**config.mk**
```make
export PLATFORM = sky130hd
export DESIGN_NAME = sprite_compositor_flat
export DESIGN_NICKNAME = d
export VERILOG_FILES = /design/src/rtl/sprite_compositor_if.sv /design/src/rtl/sprite_compositor.sv /design/src/flat_wrapper.sv
export SDC_FILE = /design/constraint.sdc
export NUM_CORES = 1
export LEC_CHECK = 0
export ABC_CLOCK_PERIOD_IN_PS = 4900
export CORE_MARGIN = 2
export CORE_UTILIZATION = 35
export DETAILED_ROUTE_END_ITERATION = 16
export GPL_TIMING_DRIVEN = 1
export PLACE_DENSITY = 0.66
export SKIP_LAST_GASP = 1
export SLEW_MARGIN = 30
export SYNTH_ARGS = -nofsm -noshare
export SYNTH_HDL_FRONTEND = slang
export SYNTH_SLANG_ARGS = --single-unit
```
**constraint.sdc**
```tcl
create_clock -name i_clk_pix -period 4.9 [get_ports i_clk_pix]
set_input_delay 0.98 -clock i_clk_pix [delete_from_list [all_inputs] [get_ports i_clk_pix]]
set_output_delay 0.98 -clock i_clk_pix [all_outputs]
set_load 0.01 [all_outputs]
```
**src/rtl/sprite_compositor_if.sv**
```systemverilog
// Pixel-stream bundle for the sprite compositor: per-layer sprite flags and
// colours, background colour, display timing and fade control going in;
// final RGB, delayed timing and the per-frame collision report coming out.
interface sprite_compositor_if #(
    parameter int N_LAYERS = 4,
    parameter int COLR_W   = 24,
    parameter int FADE_W   = 4
);
    logic                         i_frame;
    logic                         i_line;
    logic                         i_de;
    logic                         i_hsync;
    logic                         i_vsync;
    logic [N_LAYERS-1:0]          i_layer_en;
    logic [N_LAYERS-1:0]          i_layer_drawing;
    logic [N_LAYERS-1:0]          i_layer_trans;
    logic [N_LAYERS*COLR_W-1:0]   i_layer_color;
    logic [23:0]                  i_bg_color;
    logic [FADE_W-1:0]            i_fade;

    logic [7:0]                   o_r;
    logic [7:0]                   o_g;
    logic [7:0]                   o_b;
    logic                         o_de;
    logic                         o_hsync;
    logic                         o_vsync;
    logic                         o_line;
    logic [N_LAYERS-1:0]          o_collide;
    logic                         o_collide_valid;

    // Compositor side: consumes the sprite/timing inputs, drives the pixel out.
    modport slave (
        input  i_frame, i_line, i_de, i_hsync, i_vsync,
        input  i_layer_en, i_layer_drawing, i_layer_trans, i_layer_color,
        input  i_bg_color, i_fade,
        output o_r, o_g, o_b, o_de, o_hsync, o_vsync, o_line,
        output o_collide, o_collide_valid
    );

    // Source side: the sprite stages and video timing generator.
    modport master (
        output i_frame, i_line, i_de, i_hsync, i_vsync,
        output i_layer_en, i_layer_drawing, i_layer_trans, i_layer_color,
        output i_bg_color, i_fade,
        input  o_r, o_g, o_b, o_de, o_hsync, o_vsync, o_line,
        input  o_collide, o_collide_valid
    );
endinterface

```
**src/rtl/sprite_compositor.sv**
```systemverilog
// Sprite compositor: two-stage pixel pipeline that picks the highest-priority
// opaque layer (or background), applies a per-frame fade, blanks outside the
// active area, and reports per-frame layer overlaps for game logic.
module sprite_compositor #(
    parameter int N_LAYERS = 4,
    parameter int COLR_W   = 24,
    parameter int FADE_W   = 4
) (
    input logic                i_clk_pix,
    input logic                i_rst_n,
    sprite_compositor_if.slave bus
);
    localparam int GAIN_W = FADE_W + 1;
    localparam int PROD_W = 8 + GAIN_W;

    // Scale one channel by (2^FADE_W - fade) / 2^FADE_W; never exceeds the input.
    function automatic logic [7:0] fade_scale(input logic [7:0] c, input logic [FADE_W-1:0] f);
        logic [GAIN_W-1:0] gain;
        logic [PROD_W-1:0] prod;
        gain = GAIN_W'(1 << FADE_W) - GAIN_W'(f);
        prod = PROD_W'(c) * PROD_W'(gain);
        return prod[FADE_W +: 8];
    endfunction

    // True when two or more bits are set.
    function automatic logic multi_hot(input logic [N_LAYERS-1:0] v);
        return (v & (v - N_LAYERS'(1))) != '0;
    endfunction

    logic [N_LAYERS-1:0] w_opq;
    logic                w_hit;
    logic [23:0]         w_sel_rgb;

    logic [23:0]         r_rgb_p1;
    logic                r_de_p1;
    logic                r_hsync_p1;
    logic                r_vsync_p1;
    logic                r_line_p1;
    logic [FADE_W-1:0]   r_fade;
    logic [N_LAYERS-1:0] r_acc;

    assign w_opq = bus.i_layer_en & bus.i_layer_drawing & ~bus.i_layer_trans;
    assign w_hit = bus.i_de & multi_hot(w_opq);

    // Priority select: walk from lowest priority up so layer 0 wins; layer
    // colours arrive as {R,B,G} and are reordered to {R,G,B}.
    always_comb begin
        w_sel_rgb = bus.i_bg_color;
        for (int k = N_LAYERS - 1; k >= 0; k--) begin
            if (w_opq[k]) begin
                w_sel_rgb = {bus.i_layer_color[COLR_W*k + 16 +: 8],
                             bus.i_layer_color[COLR_W*k      +: 8],
                             bus.i_layer_color[COLR_W*k +  8 +: 8]};
            end
        end
    end

    // Stage 1 boundary: selected colour plus timing.
    always_ff @(posedge i_clk_pix or negedge i_rst_n) begin
        if (!i_rst_n) begin
            r_rgb_p1   <= '0;
            r_de_p1    <= 1'b0;
            r_hsync_p1 <= 1'b0;
            r_vsync_p1 <= 1'b0;
            r_line_p1  <= 1'b0;
        end else begin
            r_rgb_p1   <= w_sel_rgb;
            r_de_p1    <= bus.i_de;
            r_hsync_p1 <= bus.i_hsync;
            r_vsync_p1 <= bus.i_vsync;
            r_line_p1  <= bus.i_line;
        end
    end

    // Fade level is captured only on the frame pulse so it never changes mid-frame.
    always_ff @(posedge i_clk_pix or negedge i_rst_n) begin
        if (!i_rst_n) begin
            r_fade <= '0;
        end else if (bus.i_frame) begin
            r_fade <= bus.i_fade;
        end
    end

    // Stage 2 boundary: faded, blanked colour and timing to the outputs.
    always_ff @(posedge i_clk_pix or negedge i_rst_n) begin
        if (!i_rst_n) begin
            bus.o_r     <= '0;
            bus.o_g     <= '0;
            bus.o_b     <= '0;
            bus.o_de    <= 1'b0;
            bus.o_hsync <= 1'b0;
            bus.o_vsync <= 1'b0;
            bus.o_line  <= 1'b0;
        end else begin
            bus.o_r     <= r_de_p1 ? fade_scale(r_rgb_p1[23:16], r_fade) : 8'd0;
            bus.o_g     <= r_de_p1 ? fade_scale(r_rgb_p1[15:8],  r_fade) : 8'd0;
            bus.o_b     <= r_de_p1 ? fade_scale(r_rgb_p1[7:0],   r_fade) : 8'd0;
            bus.o_de    <= r_de_p1;
            bus.o_hsync <= r_hsync_p1;
            bus.o_vsync <= r_vsync_p1;
            bus.o_line  <= r_line_p1;
        end
    end

    // Collision accumulation; the frame pulse reports the old frame and seeds
    // the new one with its own cycle's overlap.
    always_ff @(posedge i_clk_pix or negedge i_rst_n) begin
        if (!i_rst_n) begin
            r_acc               <= '0;
            bus.o_collide       <= '0;
            bus.o_collide_valid <= 1'b0;
        end else if (bus.i_frame) begin
            bus.o_collide       <= r_acc;
            bus.o_collide_valid <= 1'b1;
            r_acc               <= w_hit ? w_opq : '0;
        end else begin
            bus.o_collide_valid <= 1'b0;
            if (w_hit) begin
                r_acc <= r_acc | w_opq;
            end
        end
    end
endmodule

```
**src/flat_wrapper.sv**
```systemverilog
// flat-port wrapper written by rule: the top's interface ports become plain ports
module sprite_compositor_flat 
#(
    parameter int N_LAYERS = 4,
    parameter int COLR_W   = 24,
    parameter int FADE_W   = 4
)
  (i_clk_pix, i_rst_n, bus_i_frame, bus_i_line, bus_i_de, bus_i_hsync, bus_i_vsync, bus_i_layer_en, bus_i_layer_drawing, bus_i_layer_trans, bus_i_layer_color, bus_i_bg_color, bus_i_fade, bus_o_r, bus_o_g, bus_o_b, bus_o_de, bus_o_hsync, bus_o_vsync, bus_o_line, bus_o_collide, bus_o_collide_valid);
  sprite_compositor_if #(.N_LAYERS(N_LAYERS), .COLR_W(COLR_W), .FADE_W(FADE_W)) bus_i ();
  input logic i_clk_pix;
  input logic i_rst_n;
  input wire logic [$bits(bus_i.i_frame)-1:0] bus_i_frame;
  input wire logic [$bits(bus_i.i_line)-1:0] bus_i_line;
  input wire logic [$bits(bus_i.i_de)-1:0] bus_i_de;
  input wire logic [$bits(bus_i.i_hsync)-1:0] bus_i_hsync;
  input wire logic [$bits(bus_i.i_vsync)-1:0] bus_i_vsync;
  input wire logic [$bits(bus_i.i_layer_en)-1:0] bus_i_layer_en;
  input wire logic [$bits(bus_i.i_layer_drawing)-1:0] bus_i_layer_drawing;
  input wire logic [$bits(bus_i.i_layer_trans)-1:0] bus_i_layer_trans;
  input wire logic [$bits(bus_i.i_layer_color)-1:0] bus_i_layer_color;
  input wire logic [$bits(bus_i.i_bg_color)-1:0] bus_i_bg_color;
  input wire logic [$bits(bus_i.i_fade)-1:0] bus_i_fade;
  output wire logic [$bits(bus_i.o_r)-1:0] bus_o_r;
  output wire logic [$bits(bus_i.o_g)-1:0] bus_o_g;
  output wire logic [$bits(bus_i.o_b)-1:0] bus_o_b;
  output wire logic [$bits(bus_i.o_de)-1:0] bus_o_de;
  output wire logic [$bits(bus_i.o_hsync)-1:0] bus_o_hsync;
  output wire logic [$bits(bus_i.o_vsync)-1:0] bus_o_vsync;
  output wire logic [$bits(bus_i.o_line)-1:0] bus_o_line;
  output wire logic [$bits(bus_i.o_collide)-1:0] bus_o_collide;
  output wire logic [$bits(bus_i.o_collide_valid)-1:0] bus_o_collide_valid;
  assign bus_i.i_frame = bus_i_frame;
  assign bus_i.i_line = bus_i_line;
  assign bus_i.i_de = bus_i_de;
  assign bus_i.i_hsync = bus_i_hsync;
  assign bus_i.i_vsync = bus_i_vsync;
  assign bus_i.i_layer_en = bus_i_layer_en;
  assign bus_i.i_layer_drawing = bus_i_layer_drawing;
  assign bus_i.i_layer_trans = bus_i_layer_trans;
  assign bus_i.i_layer_color = bus_i_layer_color;
  assign bus_i.i_bg_color = bus_i_bg_color;
  assign bus_i.i_fade = bus_i_fade;
  assign bus_o_r = bus_i.o_r;
  assign bus_o_g = bus_i.o_g;
  assign bus_o_b = bus_i.o_b;
  assign bus_o_de = bus_i.o_de;
  assign bus_o_hsync = bus_i.o_hsync;
  assign bus_o_vsync = bus_i.o_vsync;
  assign bus_o_line = bus_i.o_line;
  assign bus_o_collide = bus_i.o_collide;
  assign bus_o_collide_valid = bus_i.o_collide_valid;
  sprite_compositor #(.N_LAYERS(N_LAYERS), .COLR_W(COLR_W), .FADE_W(FADE_W)) u_core (.i_clk_pix(i_clk_pix), .i_rst_n(i_rst_n), .bus(bus_i));
endmodule
```
==> results.ini <==
[run_status]
status = finished, final reports clean

[worst_setup_path]
crit_type = flip-flop to flip-flop
path_max_fanout = 16
crit_path_end_kind = flip-flop
reg2reg_from = u_core.r_fade[0]
critPathLaunchType = flip-flop
worst-endpoint-required_ns = 5.09
crit_path_start = u_core.r_fade[0]
crit_arrival_ns = 4.58

[detailed_routing]
num_vias = 5111
drt_iter0_markers = 163
highest_layer = met4
routedWlPerCell_um = 13.6
wl_met3_um = 976
ant_nets = 0
wirelength_mm = 14.9
first_pass_iters = 4
vias_per_cell = 4.67
wl_met2_mm = 6.72
route.detailed.drc = 0
wl_met1_mm = 6.98

[synthesis]
ys_seq_area_share_pct = 27.6
syn_avg_cell_area_um2 = 8.96
synth.most_common_cell = nand2_1
yosysTopAreaCell = dfrtp_1
synthArstFlopShare_pct = 100
synth_commonest_cells = nand2_1 (89), inv_1 (84), dfrtp_1 (69)
synth_cells = 697
synth_top_area_share_pct = 27.6
synth_area_um2 = 6250
synth-edff-count = 0
yosysWarnings = 0
postSynth.topFlopCell = dfrtp_1
ys_seq_elements = 69
syn-num-nets = 943
synth_area_leaders = dfrtp_1 (28%), fa_1 (15%), ha_1 (11%), and2_1 (6.5%), nand2_1 (5.3%)
synth_cell_types = 35

[cts]
post_cts_resized = 0
hold_buffers = 0
cts_max_level = 3
cts_buffer_depth = 2
clock_sinks = 69
insertion_delay_ns = 0.33
cts_tree = built
clkTransAtPathRegs_ns = 0.06
clock-root-buffer = clkbuf_16
numCtsBuffers = 9
cts_setup_buffers = 0

[sta]
hold_violations = 0
fin_crit_ns = 4.40
max_slew_margin_pct = 59.2
max_freq_ghz = 0.228
final.setup_skew_ns = 0.00854
setup_violations = 0
worst_hold_slack_ns = 0.346
rsz0062_at_grt = no
maxSlewViolCount = 0
fin_crit_sh_pct = 89.7
setup_tns_ns = 0
tightest_slew_ns = 0.612
final.setup.worst_slack_ns = 0.505

[power_and_ir_drop]
power.total_mw = 3.16
ir_drop_mv = 0.156
cellLeakagePower_nw = 4.09
power_density_nw_per_um2 = 366

[min_path]
min_from = u_core.r_vsync_p1
min-delay-path-class = flip-flop to flip-flop

[cells_and_area]
fin_util_pct = 49.8
nets = 1109
fill_cells = 1650
multi_input_area_um2 = 4110
drive_gt1_share_pct = 4.49
regArea_um2 = 1730
synthToLayoutAreaGrowth_pct = 38.2

[global_route]
antenna_found_initial = 1
grt_pass1_wl_mm = 24.9
grtUsageTotal_pct = 16.7
grt.overflow.total = 0
grt_max_degree = 70
grt_pass1_vias = 5198

[floorplanning]
io_pins = 176
start_util_pct = 36.0
num_rows = 48
dieArea_um2 = 18900
die_w_um = 138
design.core.area_um2 = 17400
die_h_um = 138

[job]
max_cap_viol_count = 0

[place]
portBuffers = 175
place_ws_ns = 0.507
globalplace.congestion = 0.816
hpwl_mm = 12.2

## flip-flops by register name (all words and copies together), names as in the netlist
signal,flops
u_core.bus.o_collide,4
u_core.bus.o_g,8
u_core.r_fade,4
u_core.r_de_p1,1
u_core.bus.o_collide_valid,1
u_core.bus.o_line,1
u_core.bus.o_de,1
u_core.r_rgb_p1,24
u_core.r_line_p1,1
u_core.bus.o_b,8
u_core.bus.o_vsync,1
u_core.bus.o_hsync,1
u_core.r_vsync_p1,1
u_core.r_hsync_p1,1
u_core.r_acc,4
u_core.bus.o_r,8
## placed cells by master, fill, tap and decap left out, types with 9 or more instances in the layout
master           synthesis  final
a21oi_1                 34     34
mux2i_1                 25     25
nand2_1                 89     89
nor2_1                  47     45
buf_4                    0      9
o21ai_0                 33     33
fa_1                    48     48
a211oi_1                28     28
ha_1                    55     55
xnor2_1                 15     15
dfrtp_1                 69     69
clkbuf_16                0      9
xor2_1                  14     14
clkdlybuf4s50_1          0    174
inv_1                   84     84
and2_1                  65     65
## cell families after synthesis
family,count (synthesis),synth area share (%)
xor+xnor,29,4.06
compound gates,127,12.9
simple gates,223,16.9
buf+inv,115,6.99
flops,69,27.6
mux,31,5.09
fa+ha+maj,103,26.4
## worst max-delay path: stages, from the launching register on
cell and delay [ns]:
dfrtp_1 0.39, inv_1 0.08, ha_1 0.17, nor3b_2 0.29, buf_4 0.26, nand2_1 0.10
fa_1 0.53, inv_1 0.05, fa_1 0.52, inv_1 0.05, fa_1 0.52, inv_1 0.04
ha_1 0.36, a21oi_1 0.24, o21bai_1 0.11, a221oi_1 0.29, xor2_1 0.17, nor2_1 0.05
## power by group
group | total (mW) | switching [mW] | internal [mW] | leakage, nW
Clock | 0.707 | 0.254 | 0.453 | 0.161
Sequential | 0.736 | 0.0555 | 0.680 | 0.860
Combinational | 1.72 | 0.883 | 0.832 | 3.06
Total | 3.16 | 1.19 | 1.97 | 4.09
## final timing paths
| path | end | slack (ns) | cells past startpoint |
|---|---|---|---|
| max | u_core.bus.o_b[6] | 0.50 | 17 |
| min | u_core.bus.o_vsync | 0.35 | 0 |
| max reg2reg | u_core.bus.o_b[6] | 0.50 | 17 |
| min reg2reg | u_core.bus.o_vsync | 0.35 | 0 |
| max in group asynchronous | u_core.bus.o_r[0] | 3.83 | 1 |
| min in group asynchronous | u_core.bus.o_collide[0] | 0.64 | 1 |
## metal layers
metal | vias to the layer above | track usage (%)
met2 | 154 | 26.6
met5 | - | 0
met4 | 0 | 5.67
li1 | 2634 | -
met1 | 2310 | 22.2
met3 | 13 | 3.90
## cell type report
cell class / instances / area share [%]
multi-input cells: 513 / 47.5
repair buffers: 186 / 21.7
flip-flops and latches: 69 / 20.0
inverters: 84 / 3.65
well taps: 225 / 3.26
clock buffers: 9 / 2.61
clock inverters: 7 / 1.20
diodes: 1 / 0.0290
## stage by stage
stage / std cells / area (um2)
final: 1094 / 8640
after global placement: 1075 / 8250
after global routing: 1094 / 8640
after floorplan: 697 / 6250
after CTS: 1092 / 8600
after detailed placement: 1076 / 8270
Note: power is estimated with default switching activity, not from simulation.
